==> config.mk <==
export PLATFORM = sky130hd
export DESIGN_NAME = mips_cpu_halt_monitor
export DESIGN_NICKNAME = d
export VERILOG_FILES = /design/src/rtl/mips_cpu_halt_monitor.sv
export SDC_FILE = /design/constraint.sdc
export NUM_CORES = 1
export LEC_CHECK = 0
export ABC_CLOCK_PERIOD_IN_PS = 4750
export BUFFER_PORTS_ARGS = -buffer_cell sky130_fd_sc_hd__buf_2
export CORE_UTILIZATION = 52
export DETAILED_ROUTE_END_ITERATION = 8
export PLACE_DENSITY = 0.84
export SLEW_MARGIN = 20
export SYNTH_ARGS = -nofsm -noshare
export SYNTH_HDL_FRONTEND = slang
export SYNTH_SLANG_ARGS = --single-unit
export TNS_END_PERCENT = 5
==> constraint.sdc <==
create_clock -name clk -period 4.75 [get_ports clk]
set_input_delay 0.2375 -clock clk [delete_from_list [all_inputs] [get_ports clk]]
set_output_delay 0.2375 -clock clk [all_outputs]
set_load 0.01 [all_outputs]
==> src/rtl/mips_cpu_halt_monitor.sv <==
// rtl/mips_cpu_halt_monitor.sv - run/halt/timeout monitor for the mips_cpu_harvard bench
// Tracks IDLE -> RUN -> SETTLE -> DONE and latches sticky verdict flags plus the final register_v0.
module mips_cpu_halt_monitor #(
    parameter logic [31:0] RESET_VECTOR   = 32'hBFC00000,
    parameter logic [31:0] HALT_ADDRESS   = 32'h00000000,
    parameter int          TIMEOUT_CYCLES = 1000,
    parameter int          SETTLE_CYCLES  = 2,
    parameter int          CNT_WIDTH      = 16
) (
    input  logic                 clk,
    input  logic                 reset,
    input  logic                 clk_enable,
    input  logic                 active,
    input  logic [31:0]          instr_address,
    input  logic [31:0]          register_v0,
    input  logic                 check_enable,
    input  logic [31:0]          expected_v0,
    output logic                 done,
    output logic                 pass,
    output logic                 fail,
    output logic                 timeout,
    output logic [31:0]          final_v0,
    output logic [CNT_WIDTH-1:0] cycle_count
);

    typedef enum logic [1:0] {
        S_IDLE,
        S_RUN,
        S_SETTLE,
        S_DONE
    } state_t;

    localparam logic [CNT_WIDTH-1:0] CNT_MAX     = {CNT_WIDTH{1'b1}};
    localparam logic [CNT_WIDTH-1:0] CNT_ONE     = CNT_WIDTH'(1);
    localparam logic [CNT_WIDTH-1:0] TIMEOUT_END = CNT_WIDTH'(TIMEOUT_CYCLES - 1);
    localparam logic [CNT_WIDTH-1:0] SETTLE_END  = CNT_WIDTH'(SETTLE_CYCLES - 1);

    state_t                 state_q, state_d;
    logic [CNT_WIDTH-1:0]   cycle_q, cycle_d;
    logic [CNT_WIDTH-1:0]   settle_q, settle_d;
    logic                   done_q, done_d;
    logic                   pass_q, pass_d;
    logic                   fail_q, fail_d;
    logic                   timeout_q, timeout_d;
    logic [31:0]            final_q, final_d;

    logic                   halt_seen;
    logic                   v0_match;
    logic [CNT_WIDTH-1:0]   cycle_inc;

    assign halt_seen = (instr_address == HALT_ADDRESS) || !active;
    assign v0_match  = (register_v0 == expected_v0);
    assign cycle_inc = (cycle_q == CNT_MAX) ? cycle_q : cycle_q + CNT_ONE;

    always_ff @(posedge clk or negedge reset) begin
        if (!reset) begin
            state_q   <= S_IDLE;
            cycle_q   <= '0;
            settle_q  <= '0;
            done_q    <= 1'b0;
            pass_q    <= 1'b0;
            fail_q    <= 1'b0;
            timeout_q <= 1'b0;
            final_q   <= '0;
        end else if (clk_enable) begin
            state_q   <= state_d;
            cycle_q   <= cycle_d;
            settle_q  <= settle_d;
            done_q    <= done_d;
            pass_q    <= pass_d;
            fail_q    <= fail_d;
            timeout_q <= timeout_d;
            final_q   <= final_d;
        end
    end

    always_comb begin
        state_d   = state_q;
        cycle_d   = cycle_q;
        settle_d  = settle_q;
        done_d    = done_q;
        pass_d    = pass_q;
        fail_d    = fail_q;
        timeout_d = timeout_q;
        final_d   = final_q;
        case (state_q)
            S_IDLE: begin
                if (active && (instr_address == RESET_VECTOR)) begin
                    state_d = S_RUN;
                    cycle_d = CNT_ONE;
                end
            end
            S_RUN: begin
                // Halt takes priority over a timeout landing on the same edge.
                if (halt_seen) begin
                    state_d  = S_SETTLE;
                    settle_d = '0;
                    cycle_d  = cycle_inc;
                end else if (cycle_q == TIMEOUT_END) begin
                    state_d   = S_DONE;
                    done_d    = 1'b1;
                    timeout_d = 1'b1;
                    fail_d    = 1'b1;
                    pass_d    = 1'b0;
                    final_d   = register_v0;
                end else begin
                    cycle_d = cycle_inc;
                end
            end
            S_SETTLE: begin
                if (settle_q == SETTLE_END) begin
                    state_d = S_DONE;
                    done_d  = 1'b1;
                    final_d = register_v0;
                    pass_d  = check_enable ? v0_match : 1'b1;
                    fail_d  = check_enable ? !v0_match : 1'b0;
                end else begin
                    settle_d = settle_q + CNT_ONE;
                end
            end
            S_DONE: begin
            end
            default: begin
                state_d = S_IDLE;
            end
        endcase
    end

    assign done        = done_q;
    assign pass        = pass_q;
    assign fail        = fail_q;
    assign timeout     = timeout_q;
    assign final_v0    = final_q;
    assign cycle_count = cycle_q;

endmodule
* Yosys cells after proc, flatten, opt, wreduce, memory -nomap -nowiden
Index checks and enable logic that the tools add are counted.
Storage, ports and cells: flip-flop bits (word level) 70, word-level logic and storage cells 69
Operators by class: add/sub/neg operators 2, equality and inequality tests 15, muxes and demuxes 29, bitwise operators 1, reduce and logical (&&, ||, !) cells 14
Operator list (number):
- 2-to-1 mux 16 bit | 6
- 2-to-1 mux 32 bit | 3
- case mux 16 bit (2 select lines) | 2
- case mux 32 bit (2 select lines) | 1
- adder 16 x 1 -> 16 bit, second input constant | 2
- == test 32 bit | 1
- == test 32 bit, second input constant | 1
- zero test 32 bit | 1
- == test 16 x 1 -> 1 bit, second input constant | 1
- == test 16 x 10 -> 1 bit, second input constant | 1
- == test 16 bit, second input constant | 1
- inequality test 2 bit, second input constant | 6
- AND reduction 4 bit | 3
- AND reduction 5 bit | 2
- 2-to-1 mux 1 bit | 9
- 2-to-1 mux 2 bit | 4
- inequality test 3 bit, second input constant | 2
- case mux 1 bit (2 select lines) | 3
- case mux 2 bit (3 select lines) | 1
- nonzero test 2 bit | 2
- nonzero test 3 bit | 1
- == test 2 x 1 -> 1 bit, second input constant | 1
- == test 2 bit, second input constant | 1
- zero test 1 bit | 2
- 4 further kinds | 4

* Logic depth before layout (Yosys ltp)
depth after elaboration 5, depth in mapped cells 9, depth with buffers taken out 8

* Worst setup path before layout
No wires, ideal clock.
path type register -> register, start point register cycle_q[0] (netlist: cycle_count[0]), end point register cycle_q[2] (netlist: cycle_count[2]), library setup time 0.130 ns, arrival time 2.225 ns, slack 2.396 ns, stages on the path, launching flop included 8, period minus slack after synthesis 2.354 ns, cells stage by stage dfrtp_1 ha_1 nand3_1 or2_2 o311ai_1 nand2b_1 buf_4 o21ai_0
On the way: word-level cells in the longest chain between the ends 5, elaborated cells on any way between the ends 9, those cells by class add/sub: 1; eq/ne: 3; mux: 4; reduce/logical: 1
RTL lines:
- start: declaration | RTL line 39 | logic [CNT_WIDTH-1:0] cycle_q, cycle_d;
- start signal: assignment | RTL line 67 | cycle_q <= cycle_d;
- adder 16 x 1 -> 16 bit / == test 16 bit (equally long branches) | RTL line 53 | assign cycle_inc = (cycle_q == CNT_MAX) ? cycle_q : cycle_q + CNT_ONE;
- 2-to-1 mux 16 bit | RTL line 53
- 2-to-1 mux 16 bit | RTL line 99 | end else if (cycle_q == TIMEOUT_END) begin
- 2-to-1 mux 16 bit | RTL line 95 | if (halt_seen) begin
- case mux 16 bit (2 select lines) | RTL line 86 | case (state_q)
Several ways; a longest one is shown, not always the timed one. The select of a mux whose other input is x is not followed. A chain may end at the register's enable or synchronous reset.

* Final worst setup path
start point register state_q[1], end point register final_q[28] (netlist: final_v0[28])
On the way: word-level cells in the longest chain between the ends 3, elaborated cells on any way between the ends 8, those cells by class eq/ne: 5; mux: 1; reduce/logical: 2
RTL lines:
- start: declaration | RTL line 38 | state_t state_q, state_d;
- start signal: assignment | RTL line 66 | state_q <= state_d;
- == test 2 bit / == test 2 x 1 -> 1 bit (equally long branches) | RTL line 86
- inequality test 2 bit (no line) / nonzero test 2 bit (equally long branches)
- AND reduction 5 bit (no line)
- end signal: assignment | RTL line 73 | final_q <= final_d;
- end: declaration | RTL line 45 | logic [31:0] final_q, final_d;
Several ways; a longest one is shown, not always the timed one.

==> summary.txt <==
Power
  • Total power: about 2.3 mW
  • Power density cells: just under 500 nW/um2
  • Peak supply drop: just under 400 uV
  • Lkg Pwr: 2.24 nW

Synth
  • Syn_nets: roughly 470
  • Post-synth EDFFs: 0
  • Mapped Area: between 3000 and 4000 um2
  • Top cell type's share of synthesized area: 0.470
  • Mean area per synthesized cell: between 10 and 15 um2
  • Post-Syn Instances: approximately 370
  • Leading post-synthesis cells by cell area: dfrtp_1, a22o_1, xor2_1
  • Ys flop type: dfrtp_1
  • Synth async-reset ratio: 1.00
  • Sequential-to-total area share from yosys stat: 0.470
  • #FFs+latches synth: 70
  • Area leader, netlist: dfrtp_1
  • Count of different cell masters after synthesis: 48
  • YS warnings: 0

STA
  • Setup repair after global routing missed its margin: false
  • Setup Viol. Count Final: 0
  • Final hold violations: 0
  • Slew @ Worst Pin: between 0.8 and 0.9 ns
  • Max Fclk: around 0.36 GHz
  • Fin crit period: ~2.8 ns
  • Final Worst Setup Slack: about 2.0 ns
  • Worst Skew: between 0.006 and 0.007 ns
  • Fin. max-slew vios: 0
  • Slew HR: 0.411
  • Final worst path period share: 0.581
  • Post-route setup TNS: 0 ns

Min path
  • Worst min path class: primary input to asynchronous set/reset pin

Finish
  • Most frequent cells in the layout: buf_2, dfrtp_1, o21ai_0, a22o_1, xor2_1
  • Final net count: a little over 600
  • Fillers: 558
  • # diodes: 0
  • Commonest non-fill, non-tap cell in the layout: buf_2
  • Synth-to-Final Area Change: 28.1%
  • Multi-input gate area: between 1500 and 2000 um2
  • Register area: about 1800 um2
  • Share of cells above drive strength 1: 0.348
  • Final Util: 0.695

Drt
  • DR pass1 iterations: 4
  • Iteration-0 DRC Markers: 209
  • Drt drc: 0
  • Routed Antenna Nets: 0
  • Post-DR vias/cell: between 5 and 6
  • DR vias: roughly 3.7k
  • Routed wire length: roughly 10 mm
  • Wire per inst: between 15 and 20 um

Global route
  • First-pass GRT wire length: between 15 and 20 mm
  • Number of global-route vias before repair: 3505
  • Total track usage: 0.284
  • Grt total ovfl: 0
  • Antenna violations before repair: 0
  • Largest net degree at the start of global routing: 71

Worst setup path
  • Worst Path Required: between 5 and 6 ns
  • CP arrival: 3.03 ns
  • Crit Path Class: flop to flop
  • Startpoint types: flop
  • Flop-to-flop setup slack: 1.99 ns
  • Crit path max fanout: 20
  • CP Capture Type: flop

Clocking
  • Post-CTS Hold Fix Bufs: 0
  • Post-CTS sizing: 0
  • CTS buffer count: 9
  • Worst-path clk slew: 0.08 ns
  • Post-CTS Setup Repair Bufs: 0
  • Skew-Pair Late Insertion Delay: between 0.3 and 0.4 ns
  • Root Buffer: clkbuf_8
  • Clk sinks: 70
  • Maximum clock path buffer count: 2
  • CTS tree: yes
  • H-Tree Depth: 3

Placement
  • Number of I/O port buffers: between 150 and 200
  • Worst slack, placed: between 1.5 and 2 ns
  • DP HPWL: 7.38 mm
  • Placer Congestion: 0.832

Die
  • Top-level port count: between 150 and 200
  • Die area: 7510 um2
  • Die Y: around 87 um
  • # rows: 30
  • Die Wd: a little under 90 um
  • Initial Util: 0.542
  • Core Region: approximately 7000 um2

Flow run
  • Max Cap Viol: 0

Outcome
  • Status: finished clean
-- worst paths after layout --
path                                startpoint  cells past startpoint      endpoint
worst max-delay path                state_q[1]                      7  final_v0[28]
worst min-delay path                     reset                      2  final_v0[13]
worst max register to register      state_q[1]                      7  final_v0[28]
worst min register to register            done                      1          done
max in group asynchronous                reset                      2  settle_q[12]
min in group clk                register_v0[6]                      2   final_v0[6]
-- report_power, final --
group	total, mW	switching, mW	internal [mW]
Clock	0.480	0.223	0.257
Sequential	0.915	0.133	0.782
Combinational	0.913	0.495	0.418
-- final cells by class --
cell class	count	area share
repair buffers	156	0.166
multi-input cells	269	0.393
inverters	9	0.00708
flip-flops and latches	70	0.367
well taps	96	0.0252
clock buffers	11	0.0296
clock inverters	5	0.0123
-- metrics by stage --
step           hold slack [ns]  instances  area (um2)
3_3_place_gp             0.454        599        4560
3_5_place_dp             0.452        599        4560
5_1_grt                  0.132        616        4770
6_report                0.0983        616        4770
2_1_floorplan          -0.0581        366        3730
4_1_cts                  0.127        615        4760
-- sequential cells by signal (all words and copies together), names as in the netlist --
register,cells
cycle_count,16
done,1
fail,1
final_v0,32
pass,1
settle_q,16
state_q,2
timeout,1
-- kinds of logic (layout without fill, tap and decap cells) --
family | Yosys count | in the layout | synth area share
AOI/OAI and AO/OA | 121 | 121 | 0.234
xor gates and xnor gates | 32 | 32 | 0.0752
adders and majority gates | 7 | 7 | 0.0235
buffers and inverters | 27 | 181 | 0.0312
DFF | 70 | 70 | 0.470
muxes | 1 | 1 | 0.00302
and+or+nand+nor | 108 | 108 | 0.163
-- critical path, stage by stage, from the launching register on --
cell and delay [ns]:
dfrtp_1 0.43, inv_1 0.09, ha_1 0.52, o311ai_0 0.44, and2_1 0.32, nor3_4 0.45, buf_6 0.27, a22o_1 0.16
-- per-layer routing --
| metal | track usage | vias to the layer above | wire length (um) |
|---|---|---|---|
| li1 | - | 1698 | - |
| met2 | 0.465 | 194 | 5040 |
| met5 | 0 | - | 0 |
| met3 | 0.0648 | 14 | 807 |
| met1 | 0.373 | 1785 | 4250 |
| met4 | 0.0970 | 0 | 161 |
-- cell usage after synthesis, types with 2 or more instances --
master / instances
dfrtp_1: 70
o21ai_0: 33
a22o_1: 32
xor2_1: 32
nand3_1: 18
nand2_1: 17
nor4_1: 17
o31ai_1: 17
nor2_1: 16
nand4_1: 10
buf_2: 9
inv_1: 9
o41ai_1: 9
a31oi_1: 7
clkbuf_1: 7
ha_1: 7
o21a_1: 7
nor3_1: 6
nand2b_1: 4
a21oi_1: 3
and2_1: 3
a21o_1: 2
and4_1: 2
nand3b_1: 2
o221ai_1: 2
or2_2: 2
or3_1: 2
(Power assumes the default switching activity.)
